$ cat src/rtl/host_wire_sequencer.sv
// Host wire-in/wire-out to emulator ready/valid bridge: LOAD -> RUN -> DONE session sequencer.
// Optional sticky drop flags on `overrun` when HOST_WIRE_OVERRUN_EN is defined.
module host_wire_sequencer #(
  parameter int DATA_W = 32,
  parameter int INSN_W = 64,
  parameter int CNT_W  = 16
) (
  input  logic              clock,
  input  logic              reset,
  input  logic              host_rst_wire,
  input  logic [31:0]       cfg_host_steps,
  input  logic [CNT_W-1:0]  cfg_insn_count,
  input  logic [31:0]       insn_bits0_wire,
  input  logic [31:0]       insn_bits1_wire,
  input  logic              insn_valid_wire,
  output logic              insns_ready_wire,
  input  logic [DATA_W-1:0] in_bits_wire,
  input  logic              in_valid_wire,
  output logic              in_ready_wire,
  output logic              out_valid_wire,
  output logic [DATA_W-1:0] out_bits_wire,
  input  logic              out_ready_wire,
  output logic              insn_valid,
  output logic [INSN_W-1:0] insn_bits,
  input  logic              insn_ready,
  output logic              io_i_valid,
  output logic [DATA_W-1:0] io_i_bits,
  input  logic              io_i_ready,
  input  logic              io_o_valid,
  input  logic [DATA_W-1:0] io_o_bits,
  output logic              io_o_ready,
  output logic [1:0]        state,
  output logic [CNT_W-1:0]  insn_count,
  output logic [31:0]       step_count,
  output logic              done,
  output logic [2:0]        overrun
);

  typedef enum logic [1:0] {S_IDLE = 2'd0, S_LOAD = 2'd1, S_RUN = 2'd2, S_DONE = 2'd3} state_t;

  state_t              r_state, w_next;
  logic                r_insn_q, r_in_q, r_out_q;
  logic                r_insn_full, r_in_full, r_out_full;
  logic [INSN_W-1:0]   r_insn_data;
  logic [DATA_W-1:0]   r_in_data, r_out_data;
  logic [CNT_W-1:0]    r_insn_count, r_cfg_count;
  logic [31:0]         r_step_count, r_cfg_steps;

  logic w_clr, w_load, w_run;
  logic w_insn_rise, w_in_rise, w_out_rise;
  logic w_insn_cap, w_in_cap, w_out_cap, w_out_deq;
  logic w_insn_hs, w_in_hs;

  // Soft reset acts as a full clear for everything except the edge detectors.
  assign w_clr  = reset | host_rst_wire;
  assign w_load = (r_state == S_LOAD) & ~w_clr;
  assign w_run  = (r_state == S_RUN) & ~w_clr;

  assign w_insn_rise = insn_valid_wire & ~r_insn_q;
  assign w_in_rise   = in_valid_wire & ~r_in_q;
  assign w_out_rise  = out_ready_wire & ~r_out_q;

  assign w_insn_cap = w_insn_rise & (r_state == S_LOAD) & ~r_insn_full;
  assign w_in_cap   = w_in_rise & (r_state == S_RUN) & ~r_in_full;
  assign w_out_deq  = w_out_rise & (r_state == S_RUN) & r_out_full;
  assign w_insn_hs  = insn_valid & insn_ready;
  assign w_in_hs    = io_i_valid & io_i_ready;
  assign w_out_cap  = io_o_valid & io_o_ready;

  always_ff @(posedge clock) begin
    if (w_clr) r_state <= S_IDLE;
    else       r_state <= w_next;
  end

  always_comb begin
    w_next = r_state;
    case (r_state)
      S_IDLE: if (cfg_host_steps != 32'd0) w_next = S_LOAD;
      S_LOAD: if ((r_insn_count == r_cfg_count) && !r_insn_full) w_next = S_RUN;
      S_RUN:  if (w_out_deq && ((r_step_count + 32'd1) == r_cfg_steps)) w_next = S_DONE;
      S_DONE: w_next = S_DONE;
      default: w_next = S_IDLE;
    endcase
  end

  always_comb begin
    insns_ready_wire = w_load & ~r_insn_full;
    in_ready_wire    = w_run & ~r_in_full;
    io_o_ready       = w_run & ~r_out_full;
    insn_valid       = r_insn_full & ~w_clr;
    io_i_valid       = r_in_full & ~w_clr;
    out_valid_wire   = r_out_full & ~w_clr;
    done             = (r_state == S_DONE);
    state            = r_state;
  end

  assign insn_bits     = r_insn_data;
  assign io_i_bits     = r_in_data;
  assign out_bits_wire = r_out_data;
  assign insn_count    = r_insn_count;
  assign step_count    = r_step_count;

  always_ff @(posedge clock) begin
    if (reset) begin
      r_insn_q <= 1'b0;
      r_in_q   <= 1'b0;
      r_out_q  <= 1'b0;
    end else begin
      r_insn_q <= insn_valid_wire;
      r_in_q   <= in_valid_wire;
      r_out_q  <= out_ready_wire;
    end
  end

  always_ff @(posedge clock) begin
    if (w_clr) begin
      r_insn_full  <= 1'b0;
      r_in_full    <= 1'b0;
      r_out_full   <= 1'b0;
      r_insn_data  <= '0;
      r_in_data    <= '0;
      r_out_data   <= '0;
      r_insn_count <= '0;
      r_step_count <= '0;
      r_cfg_count  <= '0;
      r_cfg_steps  <= '0;
    end else begin
      if (r_state == S_IDLE && cfg_host_steps != 32'd0) begin
        r_cfg_steps <= cfg_host_steps;
        r_cfg_count <= cfg_insn_count;
      end
      if (w_insn_cap) begin
        r_insn_full <= 1'b1;
        r_insn_data <= INSN_W'({insn_bits1_wire, insn_bits0_wire});
      end else if (w_insn_hs) begin
        r_insn_full  <= 1'b0;
        r_insn_count <= r_insn_count + CNT_W'(1);
      end
      if (w_in_cap) begin
        r_in_full <= 1'b1;
        r_in_data <= in_bits_wire;
      end else if (w_in_hs) begin
        r_in_full <= 1'b0;
      end
      if (w_out_cap) begin
        r_out_full <= 1'b1;
        r_out_data <= io_o_bits;
      end else if (w_out_deq) begin
        r_out_full   <= 1'b0;
        r_step_count <= r_step_count + 32'd1;
      end
    end
  end

`ifdef HOST_WIRE_OVERRUN_EN
  logic [2:0] r_ovr;
  logic       w_insn_drop, w_in_drop, w_out_drop;
  // For the output path a "drop" is a dequeue strobe with nothing held.
  assign w_insn_drop = w_insn_rise & ~w_insn_cap;
  assign w_in_drop   = w_in_rise & ~w_in_cap;
  assign w_out_drop  = w_out_rise & ~w_out_deq;

  always_ff @(posedge clock) begin
    if (w_clr) r_ovr <= 3'b000;
    else       r_ovr <= r_ovr | {w_out_drop, w_in_drop, w_insn_drop};
  end
  assign overrun = r_ovr;
`else
  assign overrun = 3'b000;
`endif

endmodule

$ cat config.mk
export PLATFORM = sky130hd
export DESIGN_NAME = host_wire_sequencer
export DESIGN_NICKNAME = d
export VERILOG_FILES = /design/src/rtl/host_wire_sequencer.sv
export SDC_FILE = /design/constraint.sdc
export NUM_CORES = 1
export LEC_CHECK = 0
export CAP_MARGIN = 5
export CORE_UTILIZATION = 28
export DETAILED_ROUTE_END_ITERATION = 8
export GPL_TIMING_DRIVEN = 0
export PLACE_DENSITY = 0.56
export SYNTH_ARGS = -nofsm -noshare
export SYNTH_HDL_FRONTEND = slang
export SYNTH_SLANG_ARGS = --single-unit
$ cat constraint.sdc
create_clock -name clock -period 3.8 [get_ports clock]
set_input_delay 1.14 -clock clock [delete_from_list [all_inputs] [get_ports clock]]
set_output_delay 1.14 -clock clock [all_outputs]
set_load 0.05 [all_outputs]
==> impl_metrics.csv <==
group,metric,value,unit
timing,fin_crit_sh,0.968,
route,drc,0,
worst_setup_path,crit_path_end_kind,"output pin",
worst_hold_path,min_to,"out_bits_wire[2]",
worst_setup_path,rr_startpoint,"step_count[0]",
yosys,synth_area_leaders,"dfxtp_1, nand2_1, a21oi_1",
worst_hold_path,worstHoldStart,"out_bits_wire[2]",
worst_hold_path,whs_path_depth,2,
timing,hold_viol_final,0,
route,first_pass_iters,4,
placement,dp_slack,-1.13,ns
yosys,synth-async-reset-ratio,0,
cts,cts_made_buffers,27,
cts,cts_tree,"yes",
timing,slew_violations,0,
placement,dp.cells,1985,
placement,port_buffers,369,
route,drt_iter0_drc,292,
route,ant_nets,0,
timing,setup_slack,0.120,ns
timing,max_freq,272,MHz
cts,clk_pin_slew,0.06,ns
timing,worstMarginPinSlew,1.13,ns
floorplan,fp.dieW,188,um
worst_hold_path,holdCritPathClass,"reg2reg",
worst_setup_path,regToRegEndpoint,"state[0]",
layout,multi_input_comb_area,4710,um2
route,drt-total-wl,34300,um
timing,tns,0,ns
power_and_ir_drop,p_leak,4.94,nW
floorplan,start_util,0.287,
worst_setup_path,cp.arrival,2.54,ns
cts,cts_root_buf,"clkbuf_16",
cts,ctsHoldBuffers,0,
worst_setup_path,rr_worst_depth,8,
yosys,ys_ff_latch,232,
global_route,grt_max_degree,13,
worst_setup_path,crit_start,"host_rst_wire",
cts,post_cts_buffers,0,
timing,rsz0062_at_grt,"no",
floorplan,pin_count,373,
floorplan,rows,67,
layout,fin_cells,2033,
route,wl_per_cell,16.9,um
worst_setup_path,startpoint_type,"input port",
yosys,seq_area_frac_synth,0.477,
layout,area_growth,53.1,%
floorplan,core-area,33900,um2
global_route,grt_pass1_wl,52500,um
timing,relSlewSlack,0.239,
yosys,netlist_area,9730,um2
yosys,yosysTopAreaCellShare,0.477,
placement,hpwl,26900,um
global_route,antenna_found_initial,4,
yosys,synth_cells,1166,
yosys,synth_area_per_cell,8.35,um2
layout,drive_gt1_frac,0.0562,
cts,h-tree-depth,1,
layout,nFillCells,3389,
yosys,synth_edf_count,0,
yosys,synth_warnings,0,
route,routed_via_density,4.53,
cts,insertion_delay,0.53,ns
floorplan,die_y,188,um
global_route,grt_overflow,0,
timing,clock_skew,0.0107,ns
floorplan,die_area,35500,um2
worst_setup_path,reg2reg_slack,0.57,ns
global_route,grt_pass1_vias,9090,
layout,regArea,4640,um2
power_and_ir_drop,finalPower,5.59,mW
cts,numClockSinks,232,
layout,finalNetCount,1752,
worst_setup_path,crit_type,"in2out",
yosys,synthFlopType,"dfxtp_1",
yosys,synth_cell_type_count,57,
worst_setup_path,cp_max_fo,5,
yosys,yosysMostFrequentCell,"nand2_1",
yosys,yosys-top-cells-count,"nand2_1, dfxtp_1, a21oi_1, nor2_1, xnor2_1",
power_and_ir_drop,ir_drop,284,uV
timing,finalCriticalPeriod,3.68,ns
worst_setup_path,worstPathRequired,2.66,ns
power_and_ir_drop,p_per_area,375,nW/um2
placement,gp_congestion,0.834,
cts,clockBufferDepth,3,
yosys,yosysTopAreaCell,"dfxtp_1",
timing,setup_viol,0,
global_route,grt.total_usage,0.187,
route,vias,9216,
flow_run,maxCapViolCount,0,
outcome,outcome,"completed",
kinds of logic after synthesis:
logic type	after synthesis	synth area share
fa+ha+maj	2	0.00257
buf+inv	82	0.0422
flops	232	0.477
other cells	1	0.000385
mux	48	0.0494
compound gates	164	0.0896
xor+xnor	108	0.0972
simple gates	529	0.241
state kept, by name, summed over array words and instances, names as in the netlist:
signal / count
insn_bits: 64
insn_count: 16
io_i_bits: 32
out_bits_wire: 32
r_cfg_count: 16
r_cfg_steps: 32
r_in_full: 1
r_in_q: 1
r_insn_full: 1
r_insn_q: 1
r_out_full: 1
r_out_q: 1
state: 2
step_count: 32
area by class of cell:
cell class	count	area share
antenna	2	0.000336
buffer	78	0.0265
clock buffer	39	0.0517
clock inverter	8	0.00773
inverter	3	0.000756
multi-input combinational	854	0.316
sequential	232	0.312
tap	448	0.0376
timing repair buffer	369	0.247
how the worst max path moves through the flow:
stage,end,slack [ns],cells after the start
floorplan,in_ready_wire,-0.11,4
global placement,io_o_ready,-1.16,5
detailed placement,io_o_ready,-1.13,5
CTS,insns_ready_wire,0.003,5
global route,insn_valid,0.03,4
finish,insn_valid,0.12,4
metal layers:
metal	part of all wire	vias to the layer above	global-route usage
met3	0.066	68	0.0417
met1	0.43	4198	0.226
met5	0.00061	-	0
met2	0.48	285	0.330
li1	-	4661	-
met4	0.028	4	0.0577
power by group:
part / switching, mW / internal (mW)
Sequential: 0.0244 / 2.47
Clock: 1.01 / 1.60
Combinational: 0.226 / 0.269
cell usage in the layout (no fill, tap or decap), types with 6 or more instances in the layout:
master,count
nand2_1,297
or3_1,6
nor2_1,109
dfxtp_1,232
nand4_1,21
clkbuf_1,61
buf_4,8
a21oi_1,138
mux2i_1,48
and2_1,6
xor2_1,38
buf_2,7
o21ai_0,10
nand3_1,16
nor3_1,16
nand2b_1,6
clkbuf_16,27
xnor2_1,70
nor4_1,15
clkbuf_8,8
clkdlybuf4s50_1,362
per-stage QoR:
step | hold WS, ns | cell area, um2 | util
floorplan | 0.461 | 9740 | -
global placement | 0.442 | 14000 | 0.413
detailed placement | 0.447 | 14000 | 0.413
CTS | 0.454 | 14900 | 0.440
global route | 0.466 | 14900 | 0.440
finish | 0.451 | 14900 | 0.440
critical path, cell delays in order:
cell and delay [ns]:
clkdlybuf4s50_1 0.47, nor2_2 0.32, and2_1 0.22, clkdlybuf4s15_2 0.39
timing repair:
item                                    4_1_cts  5_1_grt
gates resized for setup                      36        2
cloned                                        0        0
pin swaps                                     0        0
endpoints found under the hold margin         0        0
endpoints found under the setup margin        6        3
(Power assumes the default switching activity.)
